--- src/rtl/logic_gates.sv ---
// Bitwise AND/OR/XOR unit with a LATENCY-deep registered pipeline and valid flag.
// Optional macro LOGIC_GATES_INV_EN adds NAND/NOR/XNOR outputs y3..y5.
module logic_gates #(
    parameter int WIDTH   = 1,
    parameter int LATENCY = 1
) (
    input  logic             clk,
    input  logic             rst,
    input  logic             en,
    input  logic [WIDTH-1:0] a,
    input  logic [WIDTH-1:0] b,
    output logic [WIDTH-1:0] y0,
    output logic [WIDTH-1:0] y1,
    output logic [WIDTH-1:0] y2,
`ifdef LOGIC_GATES_INV_EN
    output logic [WIDTH-1:0] y3,
    output logic [WIDTH-1:0] y4,
    output logic [WIDTH-1:0] y5,
`endif
    output logic             valid
);

`ifdef LOGIC_GATES_INV_EN
    localparam int NRES = 6;
`else
    localparam int NRES = 3;
`endif
    localparam int RW = NRES * WIDTH;

    generate
        if (LATENCY < 0 || LATENCY > 4 || WIDTH < 1) begin : g_bad_param
            $error("logic_gates: WIDTH must be >= 1 and LATENCY must be 0..4");
        end
    endgenerate

    // Results are packed with y0 in the most significant field.
    function automatic logic [RW-1:0] gate_eval(input logic [WIDTH-1:0] ia,
                                                input logic [WIDTH-1:0] ib);
`ifdef LOGIC_GATES_INV_EN
        return {ia & ib, ia | ib, ia ^ ib, ~(ia & ib), ~(ia | ib), ~(ia ^ ib)};
`else
        return {ia & ib, ia | ib, ia ^ ib};
`endif
    endfunction

    logic [RW-1:0] res_comb;
    logic [RW-1:0] res_out;
    logic          vld_out;

    assign res_comb = gate_eval(a, b);

    generate
        if (LATENCY == 0) begin : g_comb
            logic unused_clk_rst;
            assign unused_clk_rst = clk ^ rst;
            assign res_out = res_comb;
            assign vld_out = en;
        end else begin : g_pipe
            logic [RW-1:0] data_p [LATENCY];
            logic          vld_p  [LATENCY];

            // Stage 1 loads every edge; valid carries en. Later stages shift.
            always_ff @(posedge clk or posedge rst) begin
                if (rst) begin
                    for (int k = 0; k < LATENCY; k++) begin
                        data_p[k] <= '0;
                        vld_p[k]  <= 1'b0;
                    end
                end else begin
                    data_p[0] <= res_comb;
                    vld_p[0]  <= en;
                    for (int k = 1; k < LATENCY; k++) begin
                        data_p[k] <= data_p[k-1];
                        vld_p[k]  <= vld_p[k-1];
                    end
                end
            end

            assign res_out = data_p[LATENCY-1];
            assign vld_out = vld_p[LATENCY-1];
        end
    endgenerate

`ifdef LOGIC_GATES_INV_EN
    assign {y0, y1, y2, y3, y4, y5} = res_out;
`else
    assign {y0, y1, y2} = res_out;
`endif
    assign valid = vld_out;

endmodule

--- config.mk ---
export PLATFORM = sky130hd
export DESIGN_NAME = logic_gates
export DESIGN_NICKNAME = d
export VERILOG_FILES = /design/src/rtl/logic_gates.sv
export SDC_FILE = /design/constraint.sdc
export NUM_CORES = 1
export LEC_CHECK = 0
export ABC_CLOCK_PERIOD_IN_PS = 800
export BUFFER_PORTS_ARGS = -buffer_cell sky130_fd_sc_hd__buf_2
export CAP_MARGIN = 20
export CORE_AREA = 2 2 39 41
export CTS_CLUSTER_SIZE = 14
export DETAILED_ROUTE_END_ITERATION = 10
export DIE_AREA = 0 0 41 43
export GPL_TIMING_DRIVEN = 0
export PLACE_DENSITY_LB_ADDON = 0.12
export SLEW_MARGIN = 5
export SYNTH_ARGS = -nofsm -noshare
export SYNTH_HDL_FRONTEND = slang
export SYNTH_SLANG_ARGS = --single-unit
--- constraint.sdc ---
create_clock -name clk -period 0.8 [get_ports clk]
set_input_delay 0.16 -clock clk [delete_from_list [all_inputs] [get_ports clk]]
set_output_delay 0.16 -clock clk [all_outputs]
set_load 0.01 [all_outputs]
# Word level (Yosys, flattened, before mapping)
# Cells that the tools add are included.
# totals
regBits,4
mem_bits_rw,0
out_inout_bits,4
mem_count,0
mem_bits_ro,0
latch_bits,0
elab_cells,5
# classes
div,0
n_reduce_logical,0
eq_ne,0
n_mul,0
muxes,0
n_lt_le_gt_ge,0
n_addsub,0
n_shift,0
bitwise_logic,3
# op_table
cell,count
1-bit AND,1
1-bit OR,1
1-bit bitwise XOR,1

# Logic depth before layout (Yosys ltp)
# Gate-level depths: netlist of run 1.
# depth
ltp_word,1
mapped_depth,3
mapped_depth_nobuf,3

# Worst setup path before layout of run 1
# No wires, ideal clock.
# synth_timing
kind,input -> register
start,in a
end,reg g_pipe.data_p[0] (netlist name)
t_arrival_ns,0.445
setup_time_ns,0.126
required_ns,0.674
path_slack_ns,0.230
stages,2
path_cell_list,inv_1 -> ha_1
# synth_between
elab_chain_cells,1
# synth_rtl
element,line_no,source
from (decl),10,"input logic [WIDTH-1:0] a,"
1-bit bitwise XOR,42,"return {ia & ib, ia | ib, ia ^ ib};"
via res_comb[0],46,logic [RW-1:0] res_comb;
"to (signal, indexed assignment)",73,data_p[k] <= data_p[k-1];
to (decl),59,logic [RW-1:0] data_p [LATENCY];
# The timed path passes the listed nets, and every way through them passes these cells.

# Final worst setup path of run 1
# layout_timing
start,reg g_pipe.data_p[1] (netlist name)
end,out y1
# layout_rtl
element,line_no,source
to (decl),13,"output logic [WIDTH-1:0] y1,"
# No word-level cell between the ends.

==> results of run 1 <==
[timing repair]
action                                  4_1_cts  5_1_grt
endpoints found under the setup margin        4        4
hold buffers                                  1        0
setup buffers                                 0        0
endpoints found under the hold margin         4        0
[how the worst min path moves through the flow]
stage / depth (start not counted) / end
finish: 1 / valid$_DFF_PP0_
global route: 1 / valid$_DFF_PP0_
CTS: 1 / valid$_DFF_PP0_
detailed placement: 2 / valid$_DFF_PP0_
global placement: 2 / valid$_DFF_PP0_
floorplan: 1 / g_pipe.data_p[0]$_DFF_PP0_
[synthesized netlist by cell type (all sizes together)]
cell,instances
dfrtp,4
ha,2
inv,4
[metal layers]
| metal | up-vias | part of all wire [%] | routed length, µm |
|---|---|---|---|
| met3 | 2 | 14 | 35 |
| met2 | 8 | 43 | 107 |
| met4 | 0 | 7.7 | 19 |
| li1 | 51 | - | - |
| met5 | - | 0 | 0 |
| met1 | 43 | 34 | 84 |
[cells by family after synthesis]
| family | after synthesis | synth area share, % |
|---|---|---|
| flip-flops | 4 | 71.4 |
| adder cells (fa/ha/maj) | 2 | 17.9 |
| buffers and inverters | 4 | 10.7 |
[sequential cells by signal, summed over array words and instances, names as in the netlist]
name / cells
g_pipe.data_p: 3
valid: 1
[per-stage QoR]
step | total power (µW) | util (%) | std cells | setup WS (ns)
after detailed placement | 266 | 14.5 | 34 | 0.0964
after floorplan | 239 | - | 10 | 0.230
final | 508 | 16.8 | 38 | -0.0685
after global placement | 265 | 14.5 | 34 | 0.0970
after global routing | 557 | 16.8 | 38 | -0.108
after CTS | 526 | 16.8 | 38 | -0.0840
[power breakdown]
group / internal, µW / leakage [µW] / switching [µW]
logic: 22.9 / 0.0000700 / 23.3
registers: 216 / 0.0000465 / 2.32
clock network: 167 / 0.0000138 / 76.0
total: 406 / 0.000130 / 102
[final cells by class]
| type | count | area (µm²) |
|---|---|---|
| Multi-Input combinational cell | 2 | 25.0 |
| Timing Repair Buffer | 9 | 50.0 |
| Fill cell | 154 | 1150 |
| Inverter | 4 | 15.0 |
| Clock buffer | 3 | 22.5 |
| Sequential cell | 4 | 100 |
| Tap cell | 16 | 20.0 |
==> impl_metrics.py, run 1 <==
metrics = {
    "run_status": {
        "status": "finished with violations",
        "violations": "setup timing",
    },
    "logic_synthesis": {
        "synthDominantCellAreaShare_pct": 71.4,
        "synth_area_um2": 140,
        "netlist-cell-type-count": 3,
        "ys_ff_latch": 4,
        "synth_top_cell_by_area": "dfrtp_1",
        "ys_top_cells_by_area": "dfrtp_1 (71%), ha_1 (18%), inv_1 (11%)",
        "ys.warnings.count": 0,
        "syn_nets": 17,
        "syn_avg_cell_area_um2": 14.0,
        "synth-seq-area-share_pct": 71.4,
        "postSynthCellCount": 10,
    },
    "timing": {
        "tns_ns": -0.262,
        "period_share_pct": 109,
        "max_freq_ghz": 1.15,
        "min_period_ns": 0.869,
        "rsz0062_at_grt": "yes",
        "worst_slew_pin_slew_ns": 0.135,
        "finalSetupViolCount": 4,
        "worst_slack_ns": -0.0685,
        "finalMaxSlewViolations": 0,
        "slew_headroom_pct": 91.0,
        "hold_viol": 0,
        "holdWs_ns": 0.0356,
    },
    "worst_setup_path": {
        "critPathMaxFanout": 1,
        "worstSetupPathType": "register to output pin",
        "cp-end-kind": "output pin",
        "cp_top_family": "flip-flops",
        "critPathLaunch": "g_pipe.data_p[1]$_DFF_PP0_",
        "cp.depth": 1,
        "crit_required_ns": 0.64,
        "cp_cell_sequence": "buf_2",
        "max_stage_delay_ns": 0.35,
        "crit_path_start_kind": "register",
        "worst-path-buf-inv": 1,
        "endpoint": "y1",
        "critPathSlowestCell": "dfrtp_1",
        "worstPathArrival_ns": 0.71,
    },
    "clock_network": {
        "clockBufferDepth": 2,
        "cts_made_buffers": 3,
        "cts_num_sinks": 4,
        "htree_levels": 1,
        "cts-root-buf": "clkbuf_4",
        "clkSlewWorstSetupHoldPaths_ns": 0.04,
        "post_cts_resized": 0,
        "cts_tree": "built",
    },
    "pwr": {
        "p_leak_uw": 0.000130,
        "p_per_area_nw_per_um2": 2180,
        "ir_drop_uv": 311,
    },
    "grt": {
        "antenna_found_initial": 0,
        "grt-ovfl-total": 0,
        "use_met1_pct": 3.23,
        "grt_pass1_wl_um": 351,
        "first_global_vias": 97,
        "grt_usage_pct": 4.52,
        "grt_max_degree": 5,
        "grtUsageMet3_pct": 1.57,
        "met2_usage_pct": 3.44,
        "grt_busiest_layer": "met4",
    },
    "drt": {
        "route.detailed.drc": 0,
        "vias_per_cell": 2.74,
        "drt_iter0_markers": 0,
        "drt_wl_total_um": 247,
        "wl_per_cell_um": 6.50,
        "routed-via-count": 104,
        "dr.pass1.iters": 1,
        "ant_nets": 0,
    },
    "finish": {
        "n_antenna_cell": 0,
        "final_cell_mix": "buf_2 (8), inv_1 (4), dfrtp_1 (4)",
        "final_area_um2": 233,
        "layout.nets": 31,
        "layout_commonest_cell": "buf_2",
        "drive_above_1_share_pct": 50.0,
        "area_growth_pct": 66.1,
    },
    "place": {
        "gp_congestion": 0.477,
        "io_buffers": 8,
        "hpwl_um": 191,
        "dpl_cell_area_um2": 200,
    },
    "die": {
        "num_rows": 14,
        "die_y_um": 43,
        "core-area_um2": 1380,
        "die_x_um": 41,
        "ios": 9,
        "die_area_um2": 1760,
        "initial_core_util_pct": 10.1,
    },
    "worst_hold_path": {
        "worstHoldStart": "en",
        "hold_path_class": "input port to register",
    },
    "flow_run": {
        "cap_violations": 0,
    },
}
Power figures use the tool's default switching activity.
==> inputs of run 2 (changes only) <==
--- a/config.mk
+++ b/config.mk
@@ -13,7 +13,8 @@
 export DETAILED_ROUTE_END_ITERATION = 10
 export DIE_AREA = 0 0 41 43
 export GPL_TIMING_DRIVEN = 0
-export PLACE_DENSITY_LB_ADDON = 0.12
+export PLACE_DENSITY = 0.3
+export RECOVER_POWER = 25
 export SLEW_MARGIN = 5
 export SYNTH_ARGS = -nofsm -noshare
 export SYNTH_HDL_FRONTEND = slang
==> run 2 against run 1 <==
Net effect: the run still ends with setup timing left; setup slack worse by 0.0042 ns; non-clock buffer count is the same; first-iteration DRC count grew 2; sequential power is essentially flat; die area did not move; cell count did not move; via count fell by 3.8%; total power is 1.5% lower; critical path depth stayed put; critical path type unchanged; critical endpoint is now valid; largest cell class unchanged.
==> impl_metrics.py, run 2 (synthesis results as in run 1) <==
metrics = {
    "run_status": {
        "status": "finished with violations",
        "violations": "setup timing",
    },
    "finish": {
        "final_cell_mix": "buf_2 (7), inv_1 (4), dfrtp_1 (4)",
        "instances_no_fill": 38,
        "top_register": "g_pipe.data_p",
        "drive_above_1_share_pct": 45.5,
        "area_growth_pct": 65.2,
        "n_antenna_cell": 0,
        "largest_register_ffs": 3,
        "layout.nets": 31,
        "layout_commonest_cell": "buf_2",
    },
    "clock_network": {
        "cts_made_buffers": 3,
        "cts_setup_buffers": 0,
        "clockBufferDepth": 2,
        "cts-root-buf": "clkbuf_4",
        "clkSlewWorstSetupHoldPaths_ns": 0.04,
        "htree_levels": 1,
        "cts_tree": "built",
        "cts_num_sinks": 4,
    },
    "die": {
        "die_x_um": 41,
        "die_y_um": 43,
        "core-area_um2": 1380,
        "initial_core_util_pct": 10.1,
        "num_rows": 14,
        "die_area_um2": 1760,
        "ios": 9,
    },
    "pwr": {
        "power_uw": 501,
        "ir_drop_uv": 470,
        "p_per_area_nw_per_um2": 2160,
        "p_leak_uw": 0.000128,
    },
    "timing": {
        "worst_slack_ns": -0.0727,
        "worst_slew_pin_slew_ns": 0.149,
        "period_share_pct": 109,
        "slew_headroom_pct": 90.0,
        "min_period_ns": 0.873,
        "max_freq_ghz": 1.15,
        "rsz0062_at_grt": "yes",
        "finalMaxSlewViolations": 0,
        "finalSetupViolCount": 4,
        "hold_viol": 0,
    },
    "drt": {
        "vias_per_cell": 2.63,
        "wl_per_cell_um": 6.42,
        "drt_wl_total_um": 244,
        "drt_iter0_markers": 2,
        "dr.pass1.iters": 2,
        "routed-via-count": 100,
        "route.detailed.drc": 0,
        "ant_nets": 0,
    },
    "worst_setup_path": {
        "crit_path_start_kind": "register",
        "cp-end-kind": "output pin",
        "crit_required_ns": 0.64,
        "worstSetupPathType": "register to output pin",
        "cp_top_family": "flip-flops",
        "worst-path-buf-inv": 1,
        "critPathSlowestCell": "dfrtp_1",
        "max_stage_delay_ns": 0.35,
        "critPathMaxFanout": 1,
        "worstPathArrival_ns": 0.71,
        "cp_cell_sequence": "buf_2",
    },
    "grt": {
        "grt-ovfl-total": 0,
        "grt_usage_pct": 4.32,
        "grt_max_degree": 5,
        "grt_pass1_wl_um": 407,
        "antenna_found_initial": 0,
        "first_global_vias": 100,
    },
    "place": {
        "gp_congestion": 0.489,
        "io_buffers": 8,
        "place_ws_ns": 0.101,
        "dp.cells": 34,
    },
    "worst_hold_path": {
        "holdPathStages": 1,
        "whs_endpoint": "valid$_DFF_PP0_",
        "hold_path_class": "input port to register",
        "worstHoldStart": "en",
    },
    "flow_run": {
        "cap_violations": 0,
    },
}
[run 2: timing repair]
item	in CTS	in global routing
setup endpoints to repair	4	4
endpoints found under the hold margin	4	0
hold buffers	1	0
gates resized for setup	0	0
[run 2: layer usage]
metal / share of wire, % / track usage, % / up-vias
li1: - / - / 52
met1: 44 / 4.19 / 39
met2: 34 / 3.75 / 9
met3: 23 / 4.71 / 0
met4: 0 / 6.00 / 0
met5: 0 / 0 / -
[run 2: worst max path at each step]
stage                                from                         end  slack [ns]  depth (start not counted)
after floorplan                         a  g_pipe.data_p[0]$_DFF_PP0_        0.23                          2
after global placement                  a  g_pipe.data_p[0]$_DFF_PP0_        0.11                          3
after detailed placement                a  g_pipe.data_p[0]$_DFF_PP0_        0.10                          3
after CTS                 valid$_DFF_PP0_                       valid       -0.09                          1
after global routing      valid$_DFF_PP0_                       valid       -0.12                          1
final                     valid$_DFF_PP0_                       valid       -0.07                          1
[run 2: final cells by class]
cell class                      count  area, µm²
Clock buffer                        3       22.5
Fill cell                         156       1150
Inverter                            4       15.0
Multi-Input combinational cell      2       25.0
Sequential cell                     4        100
Tap cell                           16       20.0
Timing Repair Buffer                9       48.8
[run 2: power breakdown]
part / internal (µW) / total (µW) / switching [µW] / leakage, µW
Sequential: 216 / 219 / 2.46 / 0.0000465
Clock: 167 / 236 / 69.0 / 0.0000138
Combinational: 22.2 / 46.1 / 23.9 / 0.0000673
[run 2: metrics by stage]
step / setup TNS (ns) / cell area, µm² / utilization, % / hold slack (ns)
5_1_grt: -0.423 / 231 / 16.7 / 0.0210
4_1_cts: -0.311 / 233 / 16.8 / 0.0321
6_report: -0.254 / 231 / 16.7 / 0.0397
3_5_place_dp: 0 / 200 / 14.5 / 0.0447
3_3_place_gp: 0 / 200 / 14.5 / 0.0380
2_1_floorplan: 0 / 140 / - / -0.0739
==> inputs of run 3 (changes only) <==
--- a/config.mk
+++ b/config.mk
@@ -13,7 +13,6 @@
 export DETAILED_ROUTE_END_ITERATION = 10
 export DIE_AREA = 0 0 41 43
 export GPL_TIMING_DRIVEN = 0
-export PLACE_DENSITY = 0.3
 export RECOVER_POWER = 25
 export SLEW_MARGIN = 5
 export SYNTH_ARGS = -nofsm -noshare
==> run 3 against run 2 <==
Net effect: the flow still finishes with violations (setup timing); first-iteration DRC count shrank 100%; setup slack got worse by 0.017 ns; sequential power is essentially flat; sequential share of layout area is 1.1 points lower; cell area up 2.7%; non-clock buffer count stayed put; global-route usage increased by 1.3 points; via count rose by 6.0%; worst hold slack got worse by 0.012 ns; fmax fell by 1.9%; die area unchanged; clock-buffer cell count did not move; critical endpoint unchanged; largest cell class unchanged.
==> impl_metrics.py, run 3 (synthesis results as in run 1) <==
metrics = {
    "pwr": {
        "ir_drop_uv": 1010,
        "p_leak_uw": 0.000130,
        "p_per_area_nw_per_um2": 2220,
    },
    "worst_setup_path": {
        "cp-end-kind": "output pin",
        "max_stage_delay_ns": 0.35,
        "critPathMaxFanout": 1,
        "crit_required_ns": 0.64,
        "cp.depth": 1,
        "cp_cell_sequence": "buf_2",
        "critPathSlowestCell": "dfrtp_1",
        "worstPathArrival_ns": 0.73,
        "cp_top_family": "flip-flops",
        "worst-path-buf-inv": 1,
        "worstSetupPathType": "register to output pin",
        "crit_path_start_kind": "register",
    },
    "drt": {
        "route.detailed.drc": 0,
        "routed-via-count": 106,
        "dr.pass1.iters": 1,
        "vias_per_cell": 2.79,
        "drt_iter0_markers": 0,
        "ant_nets": 0,
        "drt_wl_total_um": 271,
        "wl_per_cell_um": 7.13,
    },
    "run_status": {
        "status": "finished with violations",
        "violations": "setup timing",
    },
    "timing": {
        "slew_headroom_pct": 89.8,
        "hold_viol": 0,
        "period_share_pct": 111,
        "max_freq_ghz": 1.12,
        "worst_slack_ns": -0.0892,
        "finalMaxSlewViolations": 0,
        "worst_slew_pin_slew_ns": 0.153,
        "min_period_ns": 0.889,
        "rsz0062_at_grt": "yes",
        "finalSetupViolCount": 4,
        "holdWs_ns": 0.0278,
    },
    "grt": {
        "grt_busiest_layer": "met3",
        "grtUsageMet3_pct": 10.5,
        "first_global_vias": 121,
        "antenna_found_initial": 0,
        "grt-ovfl-total": 0,
        "met2_usage_pct": 4.38,
        "grt_pass1_wl_um": 489,
        "grt_usage_pct": 5.65,
        "grt_max_degree": 5,
        "use_met1_pct": 4.23,
    },
    "die": {
        "die_y_um": 43,
        "ios": 9,
        "num_rows": 14,
        "die_x_um": 41,
        "die_area_um2": 1760,
        "initial_core_util_pct": 10.1,
        "core-area_um2": 1380,
    },
    "finish": {
        "final_area_um2": 238,
        "layout.nets": 31,
        "area_growth_pct": 69.6,
        "n_antenna_cell": 0,
        "largest_register_ffs": 3,
        "n_fill_cell": 157,
        "layout_commonest_cell": "buf_2",
        "final_cell_mix": "buf_2 (6), inv_1 (4), dfrtp_1 (4)",
        "drive_above_1_share_pct": 45.5,
        "top_register": "g_pipe.data_p",
    },
    "clock_network": {
        "cts_made_buffers": 3,
        "cts_tree": "built",
        "cts_num_sinks": 4,
        "clockBufferDepth": 2,
        "clkSlewWorstSetupHoldPaths_ns": 0.04,
        "cts-root-buf": "clkbuf_4",
        "htree_levels": 1,
    },
    "place": {
        "gp_congestion": 0.603,
        "hpwl_um": 212,
        "io_buffers": 8,
        "dpl_cell_area_um2": 200,
    },
    "worst_hold_path": {
        "holdPathStages": 1,
        "hold_path_class": "input port to register",
    },
    "flow_run": {
        "cap_violations": 0,
    },
}
run 3: worst paths after layout:
kind | startpoint | to
max in group asynchronous | rst | g_pipe.data_p[2]$_DFF_PP0_
min in group asynchronous | rst | valid$_DFF_PP0_
setup / recovery | valid$_DFF_PP0_ | valid
hold / removal | en | valid$_DFF_PP0_
run 3: area by class of cell:
cell class                 instances  area [µm²]  area share, %
tap                               16        20.0           8.42
multi-input combinational          2        25.0           10.5
sequential                         4         100           42.1
timing repair buffer               9        55.1           23.2
inverter                           4        15.0           6.32
clock buffer                       3        22.5           9.47
run 3: stage by stage:
step	instances	TNS [ns]	util [%]	total power [µW]	setup WS, ns
2_1_floorplan	10	0	-	239	0.230
3_3_place_gp	34	0	14.5	264	0.101
3_5_place_dp	34	0	14.5	265	0.102
4_1_cts	38	-0.352	16.8	535	-0.0967
5_1_grt	38	-0.443	17.2	567	-0.113
6_report	38	-0.318	17.2	527	-0.0892
run 3: timing repair:
action / 4_1_cts / 5_1_grt
buffers inserted: 0 / 0
hold buffers: 1 / 0
gates cloned: 0 / 0
endpoints found under the hold margin: 4 / 0
pin swaps: 0 / 0
endpoints found under the setup margin: 4 / 4
gates resized for setup: 0 / 1
run 3: where the power goes:
group | total [µW] | internal (µW) | switching (µW)
Clock | 260 | 168 | 91.5
Sequential | 219 | 216 | 3.22
Combinational | 48.0 | 24.6 | 23.4
run 3: layer usage:
metal	vias up	part of all wire, %	routed length (µm)
met4	0	3.3	9
met1	41	38	102
met3	2	33	90
met5	-	0	0
li1	51	-	-
met2	12	25	68
